===== config.mk =====
export PLATFORM = sky130hd
export DESIGN_NAME = sifh_readout
export DESIGN_NICKNAME = d
export VERILOG_FILES = /design/src/rtl/sifh_readout_pkg.sv /design/src/rtl/sifh_readout_peak_cmp.sv /design/src/rtl/sifh_readout.sv
export SDC_FILE = /design/constraint.sdc
export NUM_CORES = 1
export LEC_CHECK = 0
export CAP_MARGIN = 20
export CORE_MARGIN = 1
export CORE_UTILIZATION = 52
export CTS_BUF_LIST = sky130_fd_sc_hd__clkbuf_4 sky130_fd_sc_hd__clkbuf_8 sky130_fd_sc_hd__clkbuf_16
export DETAILED_ROUTE_END_ITERATION = 8
export HOLD_SLACK_MARGIN = 0.06
export PLACE_DENSITY_LB_ADDON = 0.3
export SETUP_SLACK_MARGIN = 0.15
export SLEW_MARGIN = 0
export SYNTH_ARGS = -nofsm -noshare
export SYNTH_HDL_FRONTEND = slang
export SYNTH_HIERARCHICAL = 1
export SYNTH_SLANG_ARGS = --single-unit

===== constraint.sdc =====
create_clock -name clk -period 3 [get_ports clk]
set_input_delay 0.45 -clock clk [delete_from_list [all_inputs] [get_ports clk]]
set_output_delay 0.45 -clock clk [all_outputs]
set_load 0.005 [all_outputs]

===== src/rtl/sifh_readout_pkg.sv =====
// Shared SiFH histogram constants: default geometry, address split and readout states.
// Latency: none (types, constants and a helper function only).
// Backpressure: not applicable.
package sifh_readout_pkg;

   // Default geometry, shared with the histogram writer FSM.
   localparam int SIFH_NP  = 10;  // timestamp / bin-index width
   localparam int SIFH_PIX = 2;   // histograms per RAM
   localparam int SIFH_CW  = 8;   // bin count width (saturating peak value)

   // Pixel-index width. It is never narrower than one bit, so a single-histogram
   // RAM still has a well-formed {pixel, bin} address.
   function automatic int sifhPixBits(input int pix);
      return (pix > 1) ? $clog2(pix) : 1;
   endfunction

   // RAM address width for a given geometry: {pixel, bin}.
   function automatic int sifhAddrBits(input int pix, input int np);
      return sifhPixBits(pix) + np;
   endfunction

   // Readout sequencer states.
   typedef enum logic [1:0] {
      IDLE   = 2'd0,
      READ   = 2'd1,
      DRAIN  = 2'd2,
      REPORT = 2'd3
   } rdState_t;

endpackage


===== src/rtl/sifh_readout_peak_cmp.sv =====
// Running maximum over one histogram: keeps the largest count and the bin it came from.
// Latency: one cycle from a valid data word to the updated max/maxBin.
// Backpressure: none; every valid word is consumed in the cycle it arrives.
module sifh_peak_cmp
   import sifh_readout_pkg::*;
#(
   parameter int Np = SIFH_NP,
   parameter int CW = SIFH_CW
)(
   input  logic          clk,
   input  logic          res,
   input  logic          clear,
   input  logic          valid,
   input  logic [CW-1:0] data,
   input  logic [Np-1:0] bin,
   output logic [CW-1:0] max,
   output logic [Np-1:0] maxBin
);

   // Track the running max. Only a strictly greater count replaces it, so when
   // counts tie the earliest (lowest) bin is kept. A saturated count is an
   // ordinary value here: the compare is plain unsigned, no arithmetic on data.
   always_ff @(posedge clk or negedge res) begin
      if (!res) begin
         max    <= '0;
         maxBin <= '0;
      end else if (clear) begin
         max    <= '0;
         maxBin <= '0;
      end else if (valid && (data > max)) begin
         max    <= data;
         maxBin <= bin;
      end
   end

endmodule


===== src/rtl/sifh_readout.sv =====
// Post-acquisition histogram readout: read-and-clear every bin, report the peak of each pixel.
// Latency: peakValid rises 2^Np+1 cycles after the first read address of a pixel.
// Backpressure: result is held in REPORT until peakReady; RAM traffic stops while waiting.
module sifh_readout
   import sifh_readout_pkg::*;
#(
   parameter  int Np  = SIFH_NP,
   parameter  int PIX = SIFH_PIX,
   parameter  int CW  = SIFH_CW,
   localparam int PL  = sifhPixBits(PIX),
   localparam int NB  = sifhAddrBits(PIX, Np)
)(
   input  logic          clk,
   input  logic          res,
   input  logic          start,
   output logic [NB-1:0] raddr,
   output logic          readFlag,
   input  logic [CW-1:0] counts,
   output logic [NB-1:0] waddr,
   output logic          writeFlag,
   output logic          wEnable,
   output logic          busy,
   output logic          peakValid,
   input  logic          peakReady,
   output logic [PL-1:0] peakPix,
   output logic [Np-1:0] peakBin,
   output logic [CW-1:0] peakCount,
   output logic          noPeak
);

   rdState_t      state;
   rdState_t      stateNxt;
   logic [PL-1:0] pixCnt;
   logic [Np-1:0] binCnt;
   logic          rdVld;    // counts carries data for rdAddr this cycle
   logic [NB-1:0] rdAddr;   // address whose data is arriving now
   logic          lastBin;
   logic          lastPix;
   logic          handshake;
   logic          clearMax;
   logic [CW-1:0] maxCount;
   logic [Np-1:0] maxBin;

   assign lastBin   = (binCnt == {Np{1'b1}});
   assign lastPix   = (pixCnt == PL'(PIX - 1));
   assign handshake = (state == REPORT) && peakReady;

   // A fresh pixel starts either from an accepted start or from a handshake
   // that moves on to the next pixel; the running max restarts at zero then.
   assign clearMax  = ((state == IDLE) && start) || (handshake && !lastPix);

   // Sequencer state register.
   always_ff @(posedge clk or negedge res) begin
      if (!res) begin
         state <= IDLE;
      end else begin
         state <= stateNxt;
      end
   end

   // Next-state: sweep all bins, one idle cycle for the last word, then wait
   // for the consumer. start is only looked at in IDLE, peakReady only in REPORT.
   always_comb begin
      stateNxt = state;
      case (state)
         IDLE:    if (start)     stateNxt = READ;
         READ:    if (lastBin)   stateNxt = DRAIN;
         DRAIN:                  stateNxt = REPORT;
         REPORT:  if (handshake) stateNxt = lastPix ? IDLE : READ;
         default:                stateNxt = IDLE;
      endcase
   end

   // Pixel and bin counters. The bin counter wraps back to zero after the last
   // bin, so the next pixel always starts at bin 0 without extra logic.
   always_ff @(posedge clk or negedge res) begin
      if (!res) begin
         pixCnt <= '0;
         binCnt <= '0;
      end else begin
         case (state)
            IDLE: begin
               pixCnt <= '0;
               binCnt <= '0;
            end
            READ: begin
               binCnt <= binCnt + 1'b1;
            end
            REPORT: begin
               if (handshake) begin
                  pixCnt <= lastPix ? '0 : pixCnt + 1'b1;
               end
            end
            default: begin
               binCnt <= '0;
            end
         endcase
      end
   end

   // Remember which address was read so its data can be compared and the same
   // word cleared one cycle later. The read address has already moved on by
   // then, so read and clear never collide.
   always_ff @(posedge clk or negedge res) begin
      if (!res) begin
         rdVld  <= 1'b0;
         rdAddr <= '0;
      end else begin
         rdVld  <= readFlag;
         rdAddr <= readFlag ? raddr : '0;
      end
   end

   sifh_peak_cmp #(
      .Np (Np),
      .CW (CW)
   ) uPeakCmp (
      .clk    (clk),
      .res    (res),
      .clear  (clearMax),
      .valid  (rdVld),
      .data   (counts),
      .bin    (rdAddr[Np-1:0]),
      .max    (maxCount),
      .maxBin (maxBin)
   );

   // RAM ports: port b reads in READ only; port a clears the word that just
   // arrived. IDLE and REPORT leave both ports quiet.
   assign readFlag  = (state == READ);
   assign raddr     = readFlag ? {pixCnt, binCnt} : '0;
   assign writeFlag = rdVld;
   assign wEnable   = rdVld;
   assign waddr     = rdAddr;

   // Result fields are only meaningful in REPORT; elsewhere they read as zero.
   // The max register cannot change in REPORT, so the fields hold until accepted.
   assign busy      = (state != IDLE);
   assign peakValid = (state == REPORT);
   assign peakPix   = peakValid ? pixCnt : '0;
   assign peakBin   = peakValid ? maxBin : '0;
   assign peakCount = peakValid ? maxCount : '0;
   assign noPeak    = peakValid && (maxCount == '0);

endmodule


## Yosys cells after proc, flatten, opt, wreduce, memory -nomap -nowiden

Index checks and enable logic that the tools add are counted.

- Reduce and logical (&&, ||, !) cells: 14
- $lt $le $gt $ge: 1
- Add/subtract/negate cells: 2
- Eq/ne operators: 7
- Multiplexer cells: 18

Operator list:

| cell | count |
|---|---|
| two-way mux 10 bit | 3 |
| two-way mux 8 bit | 3 |
| two-way mux 11 bit | 2 |
| case mux 10 bit (2 select lines) | 1 |
| adder 10 x 1 -> 10 bit (second input constant) | 1 |
| equality test 10 bit (second input constant) | 1 |
| greater-than comparator 8 bit | 1 |
| zero test 8 bit | 1 |
| case mux 2 bit (4 select lines) | 1 |
| two-way mux 2 bit | 3 |
| nonzero test 2 bit | 3 |
| logical AND 1 bit | 5 |
| equality test 2 bit (second input constant) | 2 |
| two-way mux 1 bit | 4 |
| != test 2 x 1 -> 1 bit (second input constant) | 2 |
| AND reduction 3 bit | 1 |
| equality test 2 x 1 -> 1 bit (second input constant) | 1 |
| zero test 2 bit | 1 |
| != test 2 bit (second input constant) | 1 |
| case mux 1 bit (2 select lines) | 1 |
| AND reduction 2 bit | 1 |
| adder 1 bit (second input constant) | 1 |
| zero test 1 bit | 1 |
| logical OR 1 bit | 1 |

- Output and inout bits: 47
- Word-level logic and storage cells: 49
- Bits of input ports: 12
- Register bits: 43

## Logic depth before layout (Yosys ltp)

Gate-level depths: netlist of the first run.

- Depth after elaboration: 5
- Depth in mapped cells: 8
- Mapped depth without buffers: 7

## By module

Netlist of the first run, hierarchy kept.

By module, submodules not included:

| module | cells an instance | sequential area each (um^2) | area each (um^2) | instances |
|---|---|---|---|---|
| sifh_readout | 127 | 625.6 | 1291.2 | 1 |
| sifh_peak_cmp | 105 | 450.4 | 1114.8 | 1 |

## Worst setup path before layout of the first run

Ideal clock, no wire load.

- Path kind: register -> output
- Start point: reg state[0]
- End point: out peakBin[0]
- Path buffers: 3
- Data required time: 2.550 ns
- Cell stages (with the launch flop): 6
- Slack: 1.131 ns
- Data arrival time: 1.419 ns
- Cell sequence: dfrtp_1 ha_1 buf_2 clkbuf_1 clkbuf_1 and2_1

- Cells in the longest elaborated chain, start to end: 2

RTL lines:

| item | line | text |
|---|---|---|
| start, declared | sifh_readout.sv:31 | `rdState_t state;` |
| start signal, assigned | sifh_readout.sv:57 | `state <= stateNxt;` |
| equality test 2 bit | sifh_readout.sv:139 | `assign peakValid = (state == REPORT);` |
| named net peakValid | sifh_readout.sv:23 | `output logic peakValid,` |
| two-way mux 10 bit | sifh_readout.sv:141 | `assign peakBin = peakValid ? maxBin : '0;` |
| end, declared | sifh_readout.sv:26 | `output logic [Np-1:0] peakBin,` |

The timed path passes the listed nets, and every way through them passes these cells.

## Final worst setup path of the first run

- Start point: reg state[0]
- End point: out noPeak

- Cells in the longest elaborated chain, start to end: 2

RTL lines:

| item | line | text |
|---|---|---|
| equality test 2 bit | sifh_readout.sv:139 |  |
| logical AND 1 bit | sifh_readout.sv:143 | `assign noPeak = peakValid && (maxCount == '0);` |
| end, declared | sifh_readout.sv:28 | `output logic noPeak` |

No other way between the ends.

==> results of run 1 <==
==> power by group through the flow <==
stage	registers [mW]	logic [mW]	clock network, mW
global placement	0.737	0.456	0
global route	0.738	0.537	0.480
CTS	0.727	0.484	0.460
detailed placement	0.739	0.479	0
floorplan	0.715	0.411	0
finish	0.729	0.479	0.450
==> cell families after synthesis <==
logic type,synth area share (%)
and+or+nand+nor,25.8
DFF,44.7
buffers and inverters,4.47
muxes,9.93
AOI/OAI and AO/OA,6.81
adders and majority gates,6.76
xor gates and xnor gates,1.46
==> worst min path at each step <==
| stage | end | cells after the start | startpoint |
|---|---|---|---|
| after global placement | binCnt[1]$_DFFE_PN0P_ | 2 | binCnt[1]$_DFFE_PN0P_ |
| after detailed placement | uPeakCmp/maxBin[3]$_DFFE_PN0P_ | 2 | uPeakCmp/maxBin[3]$_DFFE_PN0P_ |
| after global routing | uPeakCmp/max[1]$_DFFE_PN0P_ | 1 | res |
| after CTS | binCnt[2]$_DFFE_PN0P_ | 1 | res |
| final | uPeakCmp/max[3]$_DFFE_PN0P_ | 1 | res |
| after floorplan | binCnt[0]$_DFFE_PN0P_ | 0 | res |
==> cell type report <==
type	count	area (sq um)	share of cell area (%)
inverters	12	45.0	1.44
flip-flops and latches	43	1080	34.4
clock inverters	3	43.8	1.40
clock buffers	5	68.8	2.20
well taps	52	65.1	2.08
repair buffers	62	606	19.4
multi-input cells	166	1220	39.1
==> sequential cells by signal, indices dropped and copies added, names as in the netlist <==
signal	cells
binCnt	10
uPeakCmp/max	8
lastPix	1
state	2
waddr	11
uPeakCmp/maxBin	10
wEnable	1
==> per-layer routing <==
metal / part of all wire (%) / wire, um / track usage (%) / up-vias
met1: 46 / 2250 / 29.0 / 881
met2: 48 / 2380 / 34.5 / 48
li1: - / - / - / 892
met3: 4.2 / 206 / 5.34 / 8
met5: 0 / 0 / 0 / -
met4: 1.6 / 78 / 7.78 / 0
==> through the flow <==
stage          setup WS [ns]  power [mW]  util, %  hold slack [ns]
6_report               0.336        1.66     70.8            0.287
2_1_floorplan           1.13        1.13        -            0.154
5_1_grt                0.168        1.75     70.8            0.375
3_5_place_dp           0.641        1.22     68.3            0.530
3_3_place_gp           0.715        1.19     68.3            0.519
4_1_cts                0.357        1.67     70.8            0.315
==> placed cells by master (no fill, tap or decap), types with 5 or more instances in the layout <==
cell type	n
nand2_1	12
nor2_1	11
inv_1	12
mux2i_1	19
clkbuf_8	5
dfrtp_1	43
clkdlybuf4s50_1	57
and2_1	29
ha_1	13
nand2b_1	34
a22o_1	6
==> critical path, cell delays in order (launching register included) <==
cell and delay [ns]:
dfrtp_1 0.42, ha_1 0.20, inv_1 0.11, nor4_1 0.27, nand2_1 0.11, nor4_1 0.23, clkdlybuf4s50_1 0.57
==> impl_metrics.csv, run 1 <==
group,metric,value,unit
outcome,status,"complete, no violations",
floorplanning,core,4410,sq um
critical_path,cp_max_fo,5,
layout,stdcell_count,343,
layout,final_area,3130,sq um
global_route,grt_antenna_before_repair,0,
sta,max_freq,375,MHz
floorplanning,io_pins,59,
power_and_ir_drop,power_switching,521,uW
critical_path,r2r_cells,8,
global_route,grt_usage,21.7,%
synthesis,yosys.area.top_type,"dfrtp_1",
cts,max-clock-path-buffers,2,
floorplanning,placementRows,24,
cts,clk_pin_slew,0.08,ns
route,finalWirelength,4.92,mm
critical_path,worstPathArrival,2.21,ns
placement,placed_cells,335,
synthesis,synth_common_cells,"dfrtp_1 (43), nand2b_1 (34), and2_1 (29)",
synthesis,synth.top_cell.area_share,44.7,%
hold_path,min_path_type,"in -> async",
route,drtPass1Iterations,4,
critical_path,required,2.55,ns
synthesis,yosysMostFrequentCell,"dfrtp_1",
power_and_ir_drop,pwr-share-comb,28.9,%
power_and_ir_drop,sw_frac_of_total,31.4,%
critical_path,cp-endpoint,"noPeak",
synthesis,synth_edf_count,0,
global_route,grt_pass1_wl,8.35,mm
route,viasPerCell,5.33,
route,via_count,1829,
synthesis,synth_seq_area_share,44.7,%
route,wl_per_cell,14.3,um
cts,tritoncts,"built",
critical_path,startpoint,"state[0]$_DFFE_PN0P_",
placement,dp_hpwl,3.46,mm
critical_path,criticalPathCategory,"reg -> out",
power_and_ir_drop,internal-power,1.14,mW
layout,area_growth,30.0,%
synthesis,async_flop_share,100,%
synthesis,postSynthCellCount,232,
synthesis,synth.distinct_cells,36,
critical_path,rr_startpoint,"uPeakCmp/max[1]$_DFFE_PN0P_",
sta,hold_viol_final,0,
global_route,grt_max_degree,44,
sta,relSlewSlack,37.8,%
route,ant_nets,0,
layout,drive_above_1_share,8.25,%
floorplanning,die_area,4900,sq um
sta,setup_viol,0,
global_route,first_global_vias,1759,
critical_path,endpoint_kind,"output port",
power_and_ir_drop,clock_power_share,27.2,%
sta,min_period_over_period,88.8,%
synthesis,ys.flop_type,"dfrtp_1",
layout,nets,315,
synthesis,avgSynthCellArea,10.4,sq um
sta,rsz0062_at_grt,"false",
cts,cts_buffers,5,
cts,insertion_delay,0.30,ns
power_and_ir_drop,power.density,530,nW/um^2
sta,tns,0,ns
route,drcViolationCount,0,
global_route,grt.overflow.total,0,
critical_path,r2r-end,"uPeakCmp/max[0]$_DFFE_PN0P_",
cts,root_buffer,"clkbuf_8",
sta,slew_viol_final,0,
placement,io_buffers,58,
critical_path,cp-start-kind,"flip-flop",
cts,htreeDepth,2,
sta,worst_pin_slew,0.933,ns
cts,post_cts_buffers,0,
route,drt_iter0_drc,85,
layout,antenna_cells,0,
cts,clock_sinks,43,
layout,num-fill-cells,358,
cts,cts_resized,0,
synthesis,synth_area,2410,sq um
sta,fin_skew,0.00810,ns
floorplanning,start_util,54.5,%
floorplanning,fp.dieH,70.0,um
synthesis,synth.area.top_cells,"dfrtp_1 (45%), nand2b_1 (8.8%), mux2i_1 (7.9%)",
synthesis,synth_nets,257,
run,cap_violations,0,
power_and_ir_drop,leakage,1.45,nW
critical_path,r2r_slack,1.09,ns
placement,place_area,3010,sq um
synthesis,synth-warning-count,6,
synthesis,synth_seq_cells,43,
cts,hold_buffers,0,
sta,fin_crit,2.66,ns
floorplanning,die_x,70.0,um
power_and_ir_drop,worst_ir_drop_vdd,0.504,mV
placement,gp_congestion,0.790,
power_and_ir_drop,seq_power_share,43.9,%
Power figures use the tool's default switching activity.
==> inputs of run 2 (changes only) <==
--- a/config.mk
+++ b/config.mk
@@ -6,8 +6,7 @@
 export NUM_CORES = 1
 export LEC_CHECK = 0
 export CAP_MARGIN = 20
-export CORE_MARGIN = 1
-export CORE_UTILIZATION = 52
+export CORE_UTILIZATION = 45
 export CTS_BUF_LIST = sky130_fd_sc_hd__clkbuf_4 sky130_fd_sc_hd__clkbuf_8 sky130_fd_sc_hd__clkbuf_16
 export DETAILED_ROUTE_END_ITERATION = 8
 export HOLD_SLACK_MARGIN = 0.06
==> constraint.sdc (replaced) <==
create_clock -name clk -period 2.4 [get_ports clk]
set_input_delay 0.36 -clock clk [delete_from_list [all_inputs] [get_ports clk]]
set_output_delay 0.36 -clock clk [all_outputs]
set_load 0.005 [all_outputs]
==> run 2 against run 1 <==
Effect of this change:
- cell count increased by 5.2%
- global-route usage down 2.7 points
- hold slack lost 0.079 ns
- worst setup slack worse by 0.091 ns
- critical path depth decreased by 1
- sequential power up 26%
- core utilization is 8.5 points lower
- via count down 1.5%
- register-to-register slack worse by 0.77 ns
- routed wire length is 0.55% higher
- combinational power rose by 20%
- largest cell class unchanged
==> impl_metrics.csv, run 2 (synthesized netlist as in run 1, its figures left out) <==
group,metric,value,unit
route,drtPass1Iterations,4,
route,finalWirelength,4.95,mm
cts,max-clock-path-buffers,2,
cts,cts_buffers,5,
route,via_count,1802,
critical_path,endpoint_kind,"output port",
cts,insertion_delay,0.29,ns
global_route,first_global_vias,1671,
global_route,grt_antenna_before_repair,0,
critical_path,cp_max_fo,19,
sta,setup_viol,0,
floorplanning,die_x,75.1,um
route,drt_iter0_drc,73,
placement,place_area,3030,sq um
power_and_ir_drop,internal-power,1.43,mW
hold_path,min_path_type,"in -> async",
critical_path,worstSetupPathDepth,5,
floorplanning,start_util,46.8,%
power_and_ir_drop,power.density,647,nW/um^2
critical_path,crit_chain,"buf_4 > ha_4 > buf_12 > and2_2 > clkdlybuf4s50_1",
layout,nets,315,
layout,final_util,62.3,%
layout,drive_above_1_share,11.0,%
floorplanning,die_area,5640,sq um
power_and_ir_drop,worst_ir_drop_vdd,0.355,mV
cts,htreeDepth,2,
outcome,status,"complete, no violations",
sta,worst_pin_slew,0.941,ns
layout,largest_reg_flops,11,
power_and_ir_drop,pwr-share-comb,27.9,%
layout,layout_common_cells,"clkdlybuf4s50_1 (56), dfrtp_1 (43), nand2b_1 (34)",
global_route,grt_pass1_wl,7.96,mm
sta,slew_viol_final,0,
critical_path,crit_buf_inv,3,
floorplanning,fp.dieH,75.1,um
placement,io_buffers,58,
placement,dp_hpwl,3.37,mm
critical_path,r2r_cells,6,
route,viasPerCell,4.99,
sta,hold_viol_final,0,
sta,fin_crit,2.15,ns
critical_path,worstPathArrival,1.79,ns
layout,stdcell_count,361,
route,ant_nets,0,
floorplanning,placementRows,26,
critical_path,required,2.04,ns
power_and_ir_drop,clock_power_share,27.9,%
critical_path,cp-start-kind,"flip-flop",
layout,layout_commonest_cell,"clkdlybuf4s50_1",
route,drcViolationCount,0,
route,wl_per_cell,13.7,um
power_and_ir_drop,leakage,1.46,nW
sta,relSlewSlack,37.2,%
floorplanning,io_pins,59,
critical_path,r2r_slack,0.32,ns
cts,clk_pin_slew,0.08,ns
sta,min_period_over_period,89.8,%
global_route,grt_usage,19.0,%
power_and_ir_drop,seq_power_share,44.2,%
layout,final_area,3200,sq um
critical_path,rr_startpoint,"uPeakCmp/max[7]$_DFFE_PN0P_",
cts,root_buffer,"clkbuf_8",
layout,area_growth,33.1,%
power_and_ir_drop,sw_frac_of_total,30.8,%
global_route,grt.overflow.total,0,
critical_path,cp_slowest_cell,"clkdlybuf4s50_1",
critical_path,criticalPathCategory,"reg -> out",
layout,antenna_cells,0,
placement,gp_congestion,0.793,
critical_path,startpoint,"state[0]$_DFFE_PN0P_",
run,cap_violations,0,
critical_path,critPathMaxStageDelay,0.45,ns
floorplanning,core,5140,sq um
layout,num-fill-cells,443,
sta,max_freq,464,MHz
global_route,grt_max_degree,44,
power_and_ir_drop,power_switching,637,uW
critical_path,crit_family,"buffers and inverters",
sta,rsz0062_at_grt,"true",
placement,placed_cells,351,
cts,clock_sinks,43,
sta,fin_skew,0.00672,ns
cts,tritoncts,"built",
-- run 2: power groups by stage --
| stage | sequential [mW] | clock, mW | combinational (mW) |
|---|---|---|---|
| 6_report | 0.916 | 0.579 | 0.577 |
| 5_1_grt | 0.931 | 0.626 | 0.633 |
| 4_1_cts | 0.913 | 0.587 | 0.579 |
| 3_5_place_dp | 0.923 | 0 | 0.574 |
| 3_3_place_gp | 0.924 | 0 | 0.553 |
| 2_1_floorplan | 0.894 | 0 | 0.513 |
-- run 2: final timing paths --
check,endpoint
min reg2reg,uPeakCmp/maxBin[9]$_DFFE_PN0P_
max in group asynchronous,uPeakCmp/maxBin[6]$_DFFE_PN0P_
max,raddr[5]
max reg2reg,uPeakCmp/max[0]$_DFFE_PN0P_
min in group clk,uPeakCmp/maxBin[9]$_DFFE_PN0P_
min,state[0]$_DFFE_PN0P_
-- run 2: metrics by stage --
step	power (mW)	TNS [ns]	setup slack, ns	hold WS, ns
2_1_floorplan	1.41	0	0.621	0.0644
3_3_place_gp	1.48	0	0.0109	0.520
3_5_place_dp	1.50	-0.176	-0.0293	0.528
4_1_cts	2.08	0	0.125	0.248
5_1_grt	2.19	0	0.135	0.285
6_report	2.07	0	0.245	0.208
-- run 2: worst reg2reg max path, cell delays in order (launching register included) --
cell and delay (ns):
dfrtp_1 0.43, inv_1 0.06, ha_1 0.32, a41oi_1 0.25, a21oi_1 0.13, nor2_4 0.53
mux2i_1 0.27
-- run 2: layout make-up --
type / count / area [sq um] / area share, %
inverter: 12 / 45.0 / 1.41
multi-input combinational: 166 / 1250 / 39.0
tap: 70 / 87.6 / 2.74
clock inverter: 2 / 35.0 / 1.09
clock buffer: 6 / 82.6 / 2.58
sequential: 43 / 1080 / 33.6
timing repair buffer: 62 / 626 / 19.5
-- run 2: what timing repair did --
| item | 4_1_cts | 5_1_grt |
|---|---|---|
| endpoints found under the setup margin | 30 | 36 |
| pin swaps | 0 | 5 |
| hold buffers | 0 | 0 |
| buffers inserted | 1 | 1 |
| resized for setup | 5 | 9 |
-- run 2: per-layer routing --
layer  global-route usage (%)  up-vias  wire (um)
met5                        0        -          0
met3                     4.95        8        242
met4                     6.08        0         73
met1                     25.5      840       2280
met2                     30.2       53       2350
li1                         -      901          -
==> inputs of run 3 (changes only) <==
--- a/config.mk
+++ b/config.mk
@@ -5,7 +5,7 @@
 export SDC_FILE = /design/constraint.sdc
 export NUM_CORES = 1
 export LEC_CHECK = 0
-export CAP_MARGIN = 20
+export CAP_MARGIN = 10
 export CORE_UTILIZATION = 45
 export CTS_BUF_LIST = sky130_fd_sc_hd__clkbuf_4 sky130_fd_sc_hd__clkbuf_8 sky130_fd_sc_hd__clkbuf_16
 export DETAILED_ROUTE_END_ITERATION = 8
==> constraint.sdc (replaced) <==
create_clock -name clk -period 2.4 [get_ports clk]
set_input_delay 0.36 -clock clk [delete_from_list [all_inputs] [get_ports clk]]
set_output_delay 0.36 -clock clk [all_outputs]
set_load 0.01 [all_outputs]
==> run 3 against run 2 <==
Effect of this change:
- die area unchanged
- core utilization rose by 0.49 points
- cell count increased by 0.83%
- critical path depth stayed put
- maximum frequency decreased by 3.5%
- sequential cell count is the same
- non-clock buffer count increased by 3
- count of clock-buffer cells in the layout down 1
- largest cell class unchanged
- combinational power grew 10%
- via count grew 1.8%
- critical endpoint unchanged
- first-iteration DRC count rose by 19%
==> impl_metrics.csv, run 3 (synthesized netlist as in run 1, its figures left out) <==
group,metric,value,unit
outcome,status,"complete, no violations",
critical_path,r2r_cells,6,
layout,multi_input_area,1240,sq um
critical_path,rr_startpoint,"state[0]$_DFFE_PN0P_",
layout,drive_above_1_share,10.5,%
hold_path,min_path_type,"in -> async",
layout,final_area,3230,sq um
placement,gp_congestion,0.796,
sta,min_period_over_period,93.1,%
floorplanning,die_area,5640,sq um
placement,dp_slack,0.148,ns
cts,tritoncts,"built",
sta,slew_viol_final,0,
route,drt_iter0_drc,87,
cts,insertion_delay,0.30,ns
power_and_ir_drop,finalPower,2.02,mW
layout,num-fill-cells,451,
layout,layout_common_cells,"clkdlybuf4s50_1 (45), dfrtp_1 (43), nand2b_1 (34)",
floorplanning,io_pins,59,
floorplanning,start_util,46.8,%
layout,area_growth,34.1,%
route,drcViolationCount,0,
power_and_ir_drop,leakage,1.54,nW
route,finalWirelength,5.13,mm
global_route,grt_max_degree,39,
route,wl_per_cell,14.1,um
route,ant_nets,0,
layout,seq_area,1080,sq um
route,drtPass1Iterations,4,
cts,cts_buffers,5,
critical_path,required,2.04,ns
critical_path,startpoint,"state[1]$_DFFE_PN0P_",
critical_path,endpoint_kind,"output port",
route,via_count,1835,
cts,max-clock-path-buffers,2,
cts,root_buffer,"clkbuf_8",
run,cap_violations,0,
sta,fin_skew,0.0114,ns
layout,layout_commonest_cell,"clkdlybuf4s50_1",
sta,setup_viol,0,
layout,largest_reg_flops,11,
placement,place_area,3050,sq um
sta,hold_viol_final,0,
sta,relSlewSlack,67.3,%
critical_path,criticalPathCategory,"reg -> out",
floorplanning,fp.dieH,75.1,um
floorplanning,placementRows,26,
floorplanning,core,5140,sq um
placement,dp_hpwl,3.56,mm
critical_path,r2r-end,"uPeakCmp/max[1]$_DFFE_PN0P_",
cts,clk_pin_slew,0.09,ns
placement,io_buffers,58,
power_and_ir_drop,worst_ir_drop_vdd,0.424,mV
cts,clock_sinks,43,
critical_path,cp_max_fo,11,
sta,fin_crit,2.23,ns
critical_path,worstPathArrival,1.87,ns
sta,rsz0062_at_grt,"true",
cts,htreeDepth,2,
floorplanning,die_x,75.1,um
global_route,grt_antenna_before_repair,0,
sta,max_freq,448,MHz
power_and_ir_drop,power.density,625,nW/um^2
layout,final_util,62.8,%
critical_path,cp-endpoint,"raddr[5]",
layout,nets,318,
global_route,first_global_vias,1787,
layout,antenna_cells,0,
sta,tns,0,ns
critical_path,cp-start-kind,"flip-flop",
global_route,grt_pass1_wl,8.60,mm
route,viasPerCell,5.04,
sta,worst_slack,0.166,ns
global_route,grt_usage,20.7,%
global_route,grt.overflow.total,0,
sta,worst_pin_slew,0.490,ns
critical_path,r2r_slack,0.59,ns
==> run 3: repair_timing <==
item                                    in CTS  in global routing
buffers inserted                             1                  0
endpoints found under the setup margin      32                 45
endpoints found under the hold margin       16                  0
gates resized for setup                     13                  9
hold buffers                                 1                  0
gates cloned                                 1                  0
==> run 3: cell type report <==
| type | instances | share of cell area (%) |
|---|---|---|
| tap | 70 | 2.71 |
| timing repair buffer | 65 | 21.3 |
| inverter | 12 | 1.40 |
| clock inverter | 3 | 0.620 |
| sequential | 43 | 33.3 |
| clock buffer | 5 | 2.13 |
| multi-input combinational | 166 | 38.5 |
==> run 3: stage by stage <==
stage	hold WS [ns]	cells
global route	0.547	364
detailed placement	0.311	353
CTS	0.512	364
floorplan	0.0644	232
finish	0.501	364
global placement	0.303	353
==> run 3: how the worst min path moves through the flow <==
| stage | start | end | cells past startpoint | slack (ns) |
|---|---|---|---|---|
| after floorplan | res | binCnt[0]$_DFFE_PN0P_ | 0 | 0.06 |
| after global placement | res | binCnt[7]$_DFFE_PN0P_ | 1 | 0.30 |
| after detailed placement | res | binCnt[7]$_DFFE_PN0P_ | 1 | 0.31 |
| after CTS | res | state[0]$_DFFE_PN0P_ | 2 | 0.51 |
| after global routing | res | uPeakCmp/max[2]$_DFFE_PN0P_ | 2 | 0.55 |
| final | res | state[0]$_DFFE_PN0P_ | 2 | 0.50 |
==> run 3: report_power, final <==
part / switching, mW / leakage [nW] / internal (mW) / total (mW)
sequential: 0.0998 / 0.516 / 0.823 / 0.923
clock: 0.253 / 0.0402 / 0.202 / 0.456
combinational: 0.316 / 0.984 / 0.321 / 0.637
total: 0.669 / 1.54 / 1.35 / 2.02
==> run 3: worst max-delay path: stages, from the launching register on <==
cell and delay [ns]:
dfrtp_1 0.41, inv_1 0.13, ha_2 0.22, buf_8 0.13, and2_2 0.15, clkdlybuf4s50_1 0.53
==> run 3: metal layers <==
metal	GRT usage, %	share of wire [%]	wire, um	vias up
li1	-	-	-	898
met1	26.7	47	2390	895
met2	35.5	49	2490	37
met3	3.08	3.7	189	5
met4	6.92	1.1	58	0
met5	0	0	0	-
